$ cat src/rtl/alu_exec.sv
// ---------------------------------------------------------------------------
// alu_exec : multi-cycle execute stage for a small register-file machine.
//
// One instruction is accepted per start pulse while idle. The operands are
// read through the register file read ports in EXEC, and the result is
// produced there. MUL instead runs an 8-cycle shift-add loop. The result
// is written back through the register file write port in WB, and the
// zero/carry flags are updated on the same edge that ends WB.
//
// Ports
//   clk    in   1      clock, rising edge
//   rst    in   1      synchronous reset, active-low
//   start  in   1      instruction request, honoured only while idle
//   op     in   3      opcode (ADD SUB AND OR XOR SHL MUL LDI)
//   ra     in   SEL_W  source A register select
//   rb     in   SEL_W  source B register select
//   rd     in   SEL_W  destination register select
//   imm    in   WIDTH  immediate operand for LDI
//   aout   in   WIDTH  register file read data A (combinational from asel)
//   bout   in   WIDTH  register file read data B (combinational from bsel)
//   asel   out  SEL_W  register file read select A (valid in EXEC)
//   bsel   out  SEL_W  register file read select B (valid in EXEC)
//   csel   out  SEL_W  register file write select (valid in WB)
//   cin    out  WIDTH  register file write data (valid in WB)
//   cload  out  1      register file write enable, one-cycle pulse
//   busy   out  1      instruction in flight
//   done   out  1      completion pulse, coincident with cload
//   zero   out  1      result of last completed op was zero
//   carry  out  1      carry/borrow/overflow of last completed op
// ---------------------------------------------------------------------------
module alu_exec #(
   parameter int WIDTH = 8,
   parameter int SEL_W = 2
) (
   input  logic             clk,
   input  logic             rst,
   input  logic             start,
   input  logic [2:0]       op,
   input  logic [SEL_W-1:0] ra,
   input  logic [SEL_W-1:0] rb,
   input  logic [SEL_W-1:0] rd,
   input  logic [WIDTH-1:0] imm,
   input  logic [WIDTH-1:0] aout,
   input  logic [WIDTH-1:0] bout,
   output logic [SEL_W-1:0] asel,
   output logic [SEL_W-1:0] bsel,
   output logic [SEL_W-1:0] csel,
   output logic [WIDTH-1:0] cin,
   output logic             cload,
   output logic             busy,
   output logic             done,
   output logic             zero,
   output logic             carry
);

   localparam logic [2:0] OP_ADD = 3'b000;
   localparam logic [2:0] OP_SUB = 3'b001;
   localparam logic [2:0] OP_AND = 3'b010;
   localparam logic [2:0] OP_OR  = 3'b011;
   localparam logic [2:0] OP_XOR = 3'b100;
   localparam logic [2:0] OP_SHL = 3'b101;
   localparam logic [2:0] OP_MUL = 3'b110;
   localparam logic [2:0] OP_LDI = 3'b111;

   localparam int             CNT_W    = $clog2(WIDTH);
   localparam logic [CNT_W-1:0] CNT_LAST = CNT_W'(WIDTH - 1);

   typedef enum logic [1:0] {
      S_IDLE = 2'd0,
      S_EXEC = 2'd1,
      S_MUL  = 2'd2,
      S_WB   = 2'd3
   } state_t;

   state_t state_q, state_d;

   // latched instruction
   logic [2:0]       op_q;
   logic [SEL_W-1:0] ra_q, rb_q, rd_q;
   logic [WIDTH-1:0] imm_q;

   // pending result and its carry, published to the flags in WB
   logic [WIDTH-1:0] res_q;
   logic             cres_q;

   // shift-add multiplier state
   logic [2*WIDTH-1:0] mcand_q;
   logic [WIDTH-1:0]   mplr_q;
   logic [2*WIDTH-1:0] acc_q;
   logic [CNT_W-1:0]   cnt_q;

   logic zero_q, carry_q;

   // Single-cycle ALU: returns {carry, result}. MUL is handled by the
   // iterative datapath and never selects this result.
   function automatic logic [WIDTH:0] alu_f(input logic [2:0]       f_op,
                                            input logic [WIDTH-1:0] a,
                                            input logic [WIDTH-1:0] b,
                                            input logic [WIDTH-1:0] im);
      logic [WIDTH:0] r;
      r = '0;
      case (f_op)
         OP_ADD:  r = {1'b0, a} + {1'b0, b};
         OP_SUB:  r = {(a < b), a - b};
         OP_AND:  r = {1'b0, a & b};
         OP_OR:   r = {1'b0, a | b};
         OP_XOR:  r = {1'b0, a ^ b};
         OP_SHL:  r = {a[WIDTH-1], a << 1};
         OP_LDI:  r = {1'b0, im};
         default: r = '0;
      endcase
      return r;
   endfunction

   logic [WIDTH:0]     alu_r;
   logic [2*WIDTH-1:0] mul_addend;
   logic [2*WIDTH-1:0] acc_sum;

   always_comb begin
      alu_r      = alu_f(op_q, aout, bout, imm_q);
      mul_addend = mplr_q[0] ? mcand_q : '0;
      acc_sum    = acc_q + mul_addend;
   end

   // ---- state register ----
   always_ff @(posedge clk) begin
      if (!rst) begin
         state_q <= S_IDLE;
      end else begin
         state_q <= state_d;
      end
   end

   // ---- next state and outputs ----
   always_comb begin
      state_d = state_q;
      asel    = '0;
      bsel    = '0;
      csel    = '0;
      cin     = '0;
      cload   = 1'b0;
      done    = 1'b0;
      case (state_q)
         S_IDLE: begin
            if (start) state_d = S_EXEC;
         end
         S_EXEC: begin
            asel    = ra_q;
            bsel    = rb_q;
            state_d = (op_q == OP_MUL) ? S_MUL : S_WB;
         end
         S_MUL: begin
            if (cnt_q == CNT_LAST) state_d = S_WB;
         end
         S_WB: begin
            cload   = 1'b1;
            done    = 1'b1;
            csel    = rd_q;
            cin     = res_q;
            state_d = S_IDLE;
         end
         default: state_d = S_IDLE;
      endcase
   end

   assign busy  = (state_q != S_IDLE);
   assign zero  = zero_q;
   assign carry = carry_q;

   // ---- datapath: accept, execute, multiply loop, flag update ----
   always_ff @(posedge clk) begin
      if (!rst) begin
         op_q    <= '0;
         ra_q    <= '0;
         rb_q    <= '0;
         rd_q    <= '0;
         imm_q   <= '0;
         res_q   <= '0;
         cres_q  <= 1'b0;
         mcand_q <= '0;
         mplr_q  <= '0;
         acc_q   <= '0;
         cnt_q   <= '0;
         zero_q  <= 1'b0;
         carry_q <= 1'b0;
      end else begin
         case (state_q)
            S_IDLE: begin
               if (start) begin
                  op_q  <= op;
                  ra_q  <= ra;
                  rb_q  <= rb;
                  rd_q  <= rd;
                  imm_q <= imm;
               end
            end
            S_EXEC: begin
               if (op_q == OP_MUL) begin
                  mcand_q <= {{WIDTH{1'b0}}, aout};
                  mplr_q  <= bout;
                  acc_q   <= '0;
                  cnt_q   <= '0;
               end else begin
                  res_q  <= alu_r[WIDTH-1:0];
                  cres_q <= alu_r[WIDTH];
               end
            end
            S_MUL: begin
               acc_q   <= acc_sum;
               mcand_q <= mcand_q << 1;
               mplr_q  <= mplr_q >> 1;
               cnt_q   <= cnt_q + 1'b1;
               // last iteration: the sum just formed is the full product
               if (cnt_q == CNT_LAST) begin
                  res_q  <= acc_sum[WIDTH-1:0];
                  cres_q <= |acc_sum[2*WIDTH-1:WIDTH];
               end
            end
            S_WB: begin
               zero_q  <= (res_q == '0);
               carry_q <= cres_q;
            end
            default: ;
         endcase
      end
   end

endmodule
$ cat config.mk
export PLATFORM = sky130hd
export DESIGN_NAME = alu_exec
export DESIGN_NICKNAME = d
export VERILOG_FILES = /design/src/rtl/alu_exec.sv
export SDC_FILE = /design/constraint.sdc
export NUM_CORES = 1
export LEC_CHECK = 0
export CAP_MARGIN = 25
export CORE_AREA = 4 4 127 129
export DETAILED_ROUTE_END_ITERATION = 6
export DIE_AREA = 0 0 131 133
export REMOVE_ABC_BUFFERS = 1
export SYNTH_ARGS = -nofsm -noshare
export SYNTH_HDL_FRONTEND = slang
export SYNTH_SLANG_ARGS = --single-unit
$ cat constraint.sdc
create_clock -name clk -period 5.6 [get_ports clk]
set_clock_uncertainty 0.2 [all_clocks]
set_input_delay 1.4 -clock clk [delete_from_list [all_inputs] [get_ports clk]]
set_output_delay 1.4 -clock clk [all_outputs]
set_load 0.02 [all_outputs]
==> Implementation_results.wiki <==
{| class="wikitable"
! Metric !! Value
|-
| Placer congestion estimate || 0.8870
|-
| Avg Vias per Cell || between 5 and 6
|-
| Source of the worst register-to-register timing path || mplr_q[0]
|-
| Number of port buffers || 54
|-
| Layout cells sized above 1 || 0.05621
|-
| Area growth from synthesis to layout || 19.28%
|-
| Setup repair bufs after CTS || 0
|-
| Remaining antenna violation count after routing || 0
|-
| Filler cell count in the final layout || 1494
|-
| Maximum clock frequency || 253.0 MHz
|-
| Aggregate routed wire length || 13850 um
|-
| Leading cell type in the layout, fill and taps excluded || sky130_fd_sc_hd__nand2_1
|-
| Req. time, crit path || 5.63 ns
|-
| Result of the run || completed
|-
| Syn Area/Cell || approximately 8.1 um2
|-
| IR Drop Worst-Case VDD || 0.2785 mV
|-
| Critical Path Max Stage Delay || 0.52 ns
|-
| Number of antenna violations at the first check in global routing || 0
|-
| RSZ-0062 raised after global routing || no
|-
| Depth of the CTS H-tree || 3
|-
| Worst Tran Pin Value || about 0.94 ns
|-
| Worst endpoint data arrival time || 3.98 ns
|-
| Worst reg2reg setup slack || 2.30 ns
|-
| Crit path setup slack, layout || around 1.6 ns
|-
| Count of endpoints failing hold in the final timing report || 0
|-
| Top flip-flop cell by instance count after synthesis || sky130_fd_sc_hd__dfxtp_1
|-
| Total via count after detailed routing || 4661
|-
| Floorplan Core Area || roughly 15000 um2
|-
| EDFF count, synth || 0
|-
| Worst R2R End || cres_q
|-
| Startpoint types || primary input
|-
| Minimum clock period after layout || 3.953 ns
|-
| Maximum number of pins on one net before global-route repair || 51
|-
| Flops & latches, synth || 73
|-
| Worst R2R Path Depth || 11
|-
| 1st-pass router iterations || 5
|-
| Setup WS pre-CTS || 1.316 ns
|-
| Worst slew margin relative to its limit || 0.3693
|-
| Max Transition Viols Final || 0
|-
| Total overflow reported by the global router || 0
|-
| Final HPWL from detailed placement || 10030 um
|-
| # DRC || 0
|-
| Power Density || about 360 nW/um2
|-
| Source of the critical timing path || aout[0]
|-
| First-pass GRT wire length || approximately 23000 um
|-
| Biggest fanout along the worst timing path || 4
|-
| Part of the Yosys area used for sequential elements || 0.2843
|-
| Kind of end point of the critical path || register
|-
| CTS clk-pin slew, worst paths || about 0.050 ns
|-
| Number of violations reported at the end of detailed-routing iteration 0 || about 220
|-
| Final setup violation count || 0
|-
| Total Routing Usage GR || 0.1642
|-
| Post-cts repair resize count || 0
|-
| Die Wd || 131 um
|-
| Setup Crit Path Kind || primary input to register
|-
| Clock latency of the later-clocked register in the worst-skew pair || between 0.3 and 0.4 ns
|-
| Sink Count || 73
|-
| Die area || ~17000 um2
|-
| CTS buffer count || 9
|-
| Max capacitance violation total || 0
|-
| Critical path endpoint || cres_q
|-
| Kind of path behind the tightest hold check || register to register
|-
| Warnings from Yosys || 0
|-
| Setup TNS after final layout || 0 ns
|-
| Most frequent cells in the layout || sky130_fd_sc_hd__nand2_1, sky130_fd_sc_hd__dfxtp_1, sky130_fd_sc_hd__clkdlybuf4s50_1, sky130_fd_sc_hd__ha_1, sky130_fd_sc_hd__and2_1
|-
| Number of primary I/O pins || 55
|-
| Inserted Diodes || 0
|-
| CTS max path bufs || 2
|-
| Rows || 45
|-
| CTS tree || built
|-
| Wire length per cell || 16.03 um
|-
| Count of distinct cell types in the synthesized netlist || 53
|-
| Cell area after technology mapping || 5140 um2
|-
| Number of global-route vias before repair || 4563
|-
| Quantity of hold-fixing buffers added after cts || 0
|-
| List of cells traversed by the critical path || clkdlybuf4s50_1 -> ha_1 -> fa_1 -> nand3_1 -> a21oi_1 -> a211oi_1 -> o221ai_1 -> o221ai_2 -> nand4_1 -> o311a_1
|-
| Starting utilization of the core area || 0.3419
|-
| Proportion of register bits with asynchronous set or reset after synthesis || 0
|-
| Leakage dissipation || between 2 and 3 nW
|-
| Count of mapped cells out of synthesis || approximately 640
|-
| Fin nets || roughly 760
|-
| Buffer type at the clock tree root || sky130_fd_sc_hd__clkbuf_16
|-
| Final period util || 0.7059
|-
| Die Span Y || 133 um
|-
| Critical-path cell with the highest stage delay || sky130_fd_sc_hd__clkdlybuf4s50_1
|}
-- report_power, final --
part,switching (W),internal (W)
Clock,0.000220,0.000356
Sequential,0.000105,0.000628
Combinational,0.000537,0.000352
Total,0.000862,0.00134
-- layout make-up --
| type | count | area, um2 | area share |
|---|---|---|---|
| clock buffer | 13 | 250.2 | 0.04082 |
| tap | 188 | 235.2 | 0.03837 |
| inverter | 31 | 116.4 | 0.01898 |
| timing repair buffer | 63 | 623.1 | 0.1016 |
| multi-input combinational | 493 | 3405 | 0.5553 |
| clock inverter | 3 | 40.04 | 0.006531 |
| sequential | 73 | 1461 | 0.2384 |
-- worst min path at each step --
stage,from,endpoint,slack [ns],cells past startpoint
CTS,rb_q[1],rb_q[1],0.27,2
global route,acc_q[3],acc_q[3],0.29,2
finish,ra_q[1],ra_q[1],0.27,2
detailed placement,rb_q[1],rb_q[1],0.26,2
floorplan,ra_q[0],ra_q[0],0.24,2
global placement,rd_q[1],rd_q[1],0.25,2
-- Yosys cell counts, types with 3 or more instances --
| cell | n | area (um2) |
|---|---|---|
| sky130_fd_sc_hd__nand2_1 | 92 | 345.3 |
| sky130_fd_sc_hd__dfxtp_1 | 73 | 1461 |
| sky130_fd_sc_hd__ha_1 | 48 | 600.6 |
| sky130_fd_sc_hd__and2_1 | 34 | 212.7 |
| sky130_fd_sc_hd__clkbuf_1 | 33 | 123.9 |
| sky130_fd_sc_hd__inv_1 | 31 | 116.4 |
| sky130_fd_sc_hd__nor2b_1 | 31 | 193.9 |
| sky130_fd_sc_hd__a21oi_1 | 28 | 140.1 |
| sky130_fd_sc_hd__o21ai_0 | 26 | 130.1 |
| sky130_fd_sc_hd__nor2_1 | 22 | 82.58 |
| sky130_fd_sc_hd__a22oi_1 | 20 | 150.1 |
| sky130_fd_sc_hd__o211ai_1 | 20 | 150.1 |
| sky130_fd_sc_hd__a21boi_0 | 19 | 142.6 |
| sky130_fd_sc_hd__o211a_1 | 14 | 140.1 |
| sky130_fd_sc_hd__nand3_1 | 13 | 65.06 |
| sky130_fd_sc_hd__a211oi_1 | 9 | 67.56 |
| sky130_fd_sc_hd__a31oi_1 | 9 | 56.30 |
| sky130_fd_sc_hd__mux2i_1 | 9 | 90.09 |
| sky130_fd_sc_hd__xnor2_1 | 9 | 78.83 |
| sky130_fd_sc_hd__nor3_1 | 8 | 40.04 |
| sky130_fd_sc_hd__o21bai_1 | 8 | 60.06 |
| sky130_fd_sc_hd__xor2_1 | 7 | 61.31 |
| sky130_fd_sc_hd__a21o_1 | 6 | 45.04 |
| sky130_fd_sc_hd__buf_2 | 5 | 25.02 |
| sky130_fd_sc_hd__nand2b_1 | 5 | 31.28 |
| sky130_fd_sc_hd__o221ai_1 | 5 | 43.79 |
| sky130_fd_sc_hd__a2111oi_0 | 4 | 35.03 |
| sky130_fd_sc_hd__a221oi_1 | 4 | 35.03 |
| sky130_fd_sc_hd__o21ai_1 | 4 | 20.02 |
| sky130_fd_sc_hd__a211oi_2 | 3 | 37.54 |
| sky130_fd_sc_hd__fa_1 | 3 | 60.06 |
| sky130_fd_sc_hd__nand4_1 | 3 | 18.77 |
| sky130_fd_sc_hd__nor4_1 | 3 | 18.77 |
| sky130_fd_sc_hd__o21a_1 | 3 | 22.52 |
| sky130_fd_sc_hd__o31ai_1 | 3 | 22.52 |
-- registers in the layout, indices dropped and copies added (netlist names) --
register  count
acc_q        16
ra_q          2
mplr_q        8
cnt_q         3
rb_q          2
zero          1
imm_q         8
op_q          3
mcand_q      16
cres_q        1
rd_q          2
state_q       2
res_q         8
carry         1
-- critical path: cells and delay by family --
kind	cells	cell delay (ns)
compound gates	5	1.11
simple gates	2	0.24
buf+inv	1	0.52
fa+ha+maj	2	0.72
-- per-stage QoR --
step                      instance area, um2  utilization  hold slack [ns]  std cells  total power [W]
after floorplan                         4976            -           0.2388        597         0.001264
after global placement                  5806       0.3862           0.2463        846         0.001574
after detailed placement                5833       0.3880           0.2630        847         0.001630
after CTS                               6123       0.4073           0.2727        863         0.002217
after global routing                    6131       0.4078           0.2935        864         0.002353
final                                   6131       0.4078           0.2680        864         0.002199
-- logic make-up after synthesis --
group,count (synthesis),synth area share
AND/OR/NAND/NOR,218,0.2072
AO/OA/AOI/OAI,197,0.2763
flip-flops,73,0.2843
buffers and inverters,72,0.05453
adder cells (fa/ha/maj),51,0.1285
XOR/XNOR,16,0.02726
multiplexers,11,0.02191
-- metal layers --
metal  global-route usage  vias up  share of wire
li1                     -     2327              -
met1               0.2071     2198           0.46
met3              0.04037       18          0.045
met2               0.2729      118           0.48
met5                    0        -              0
met4              0.05200        0          0.020
Power figures use the tool's default switching activity.
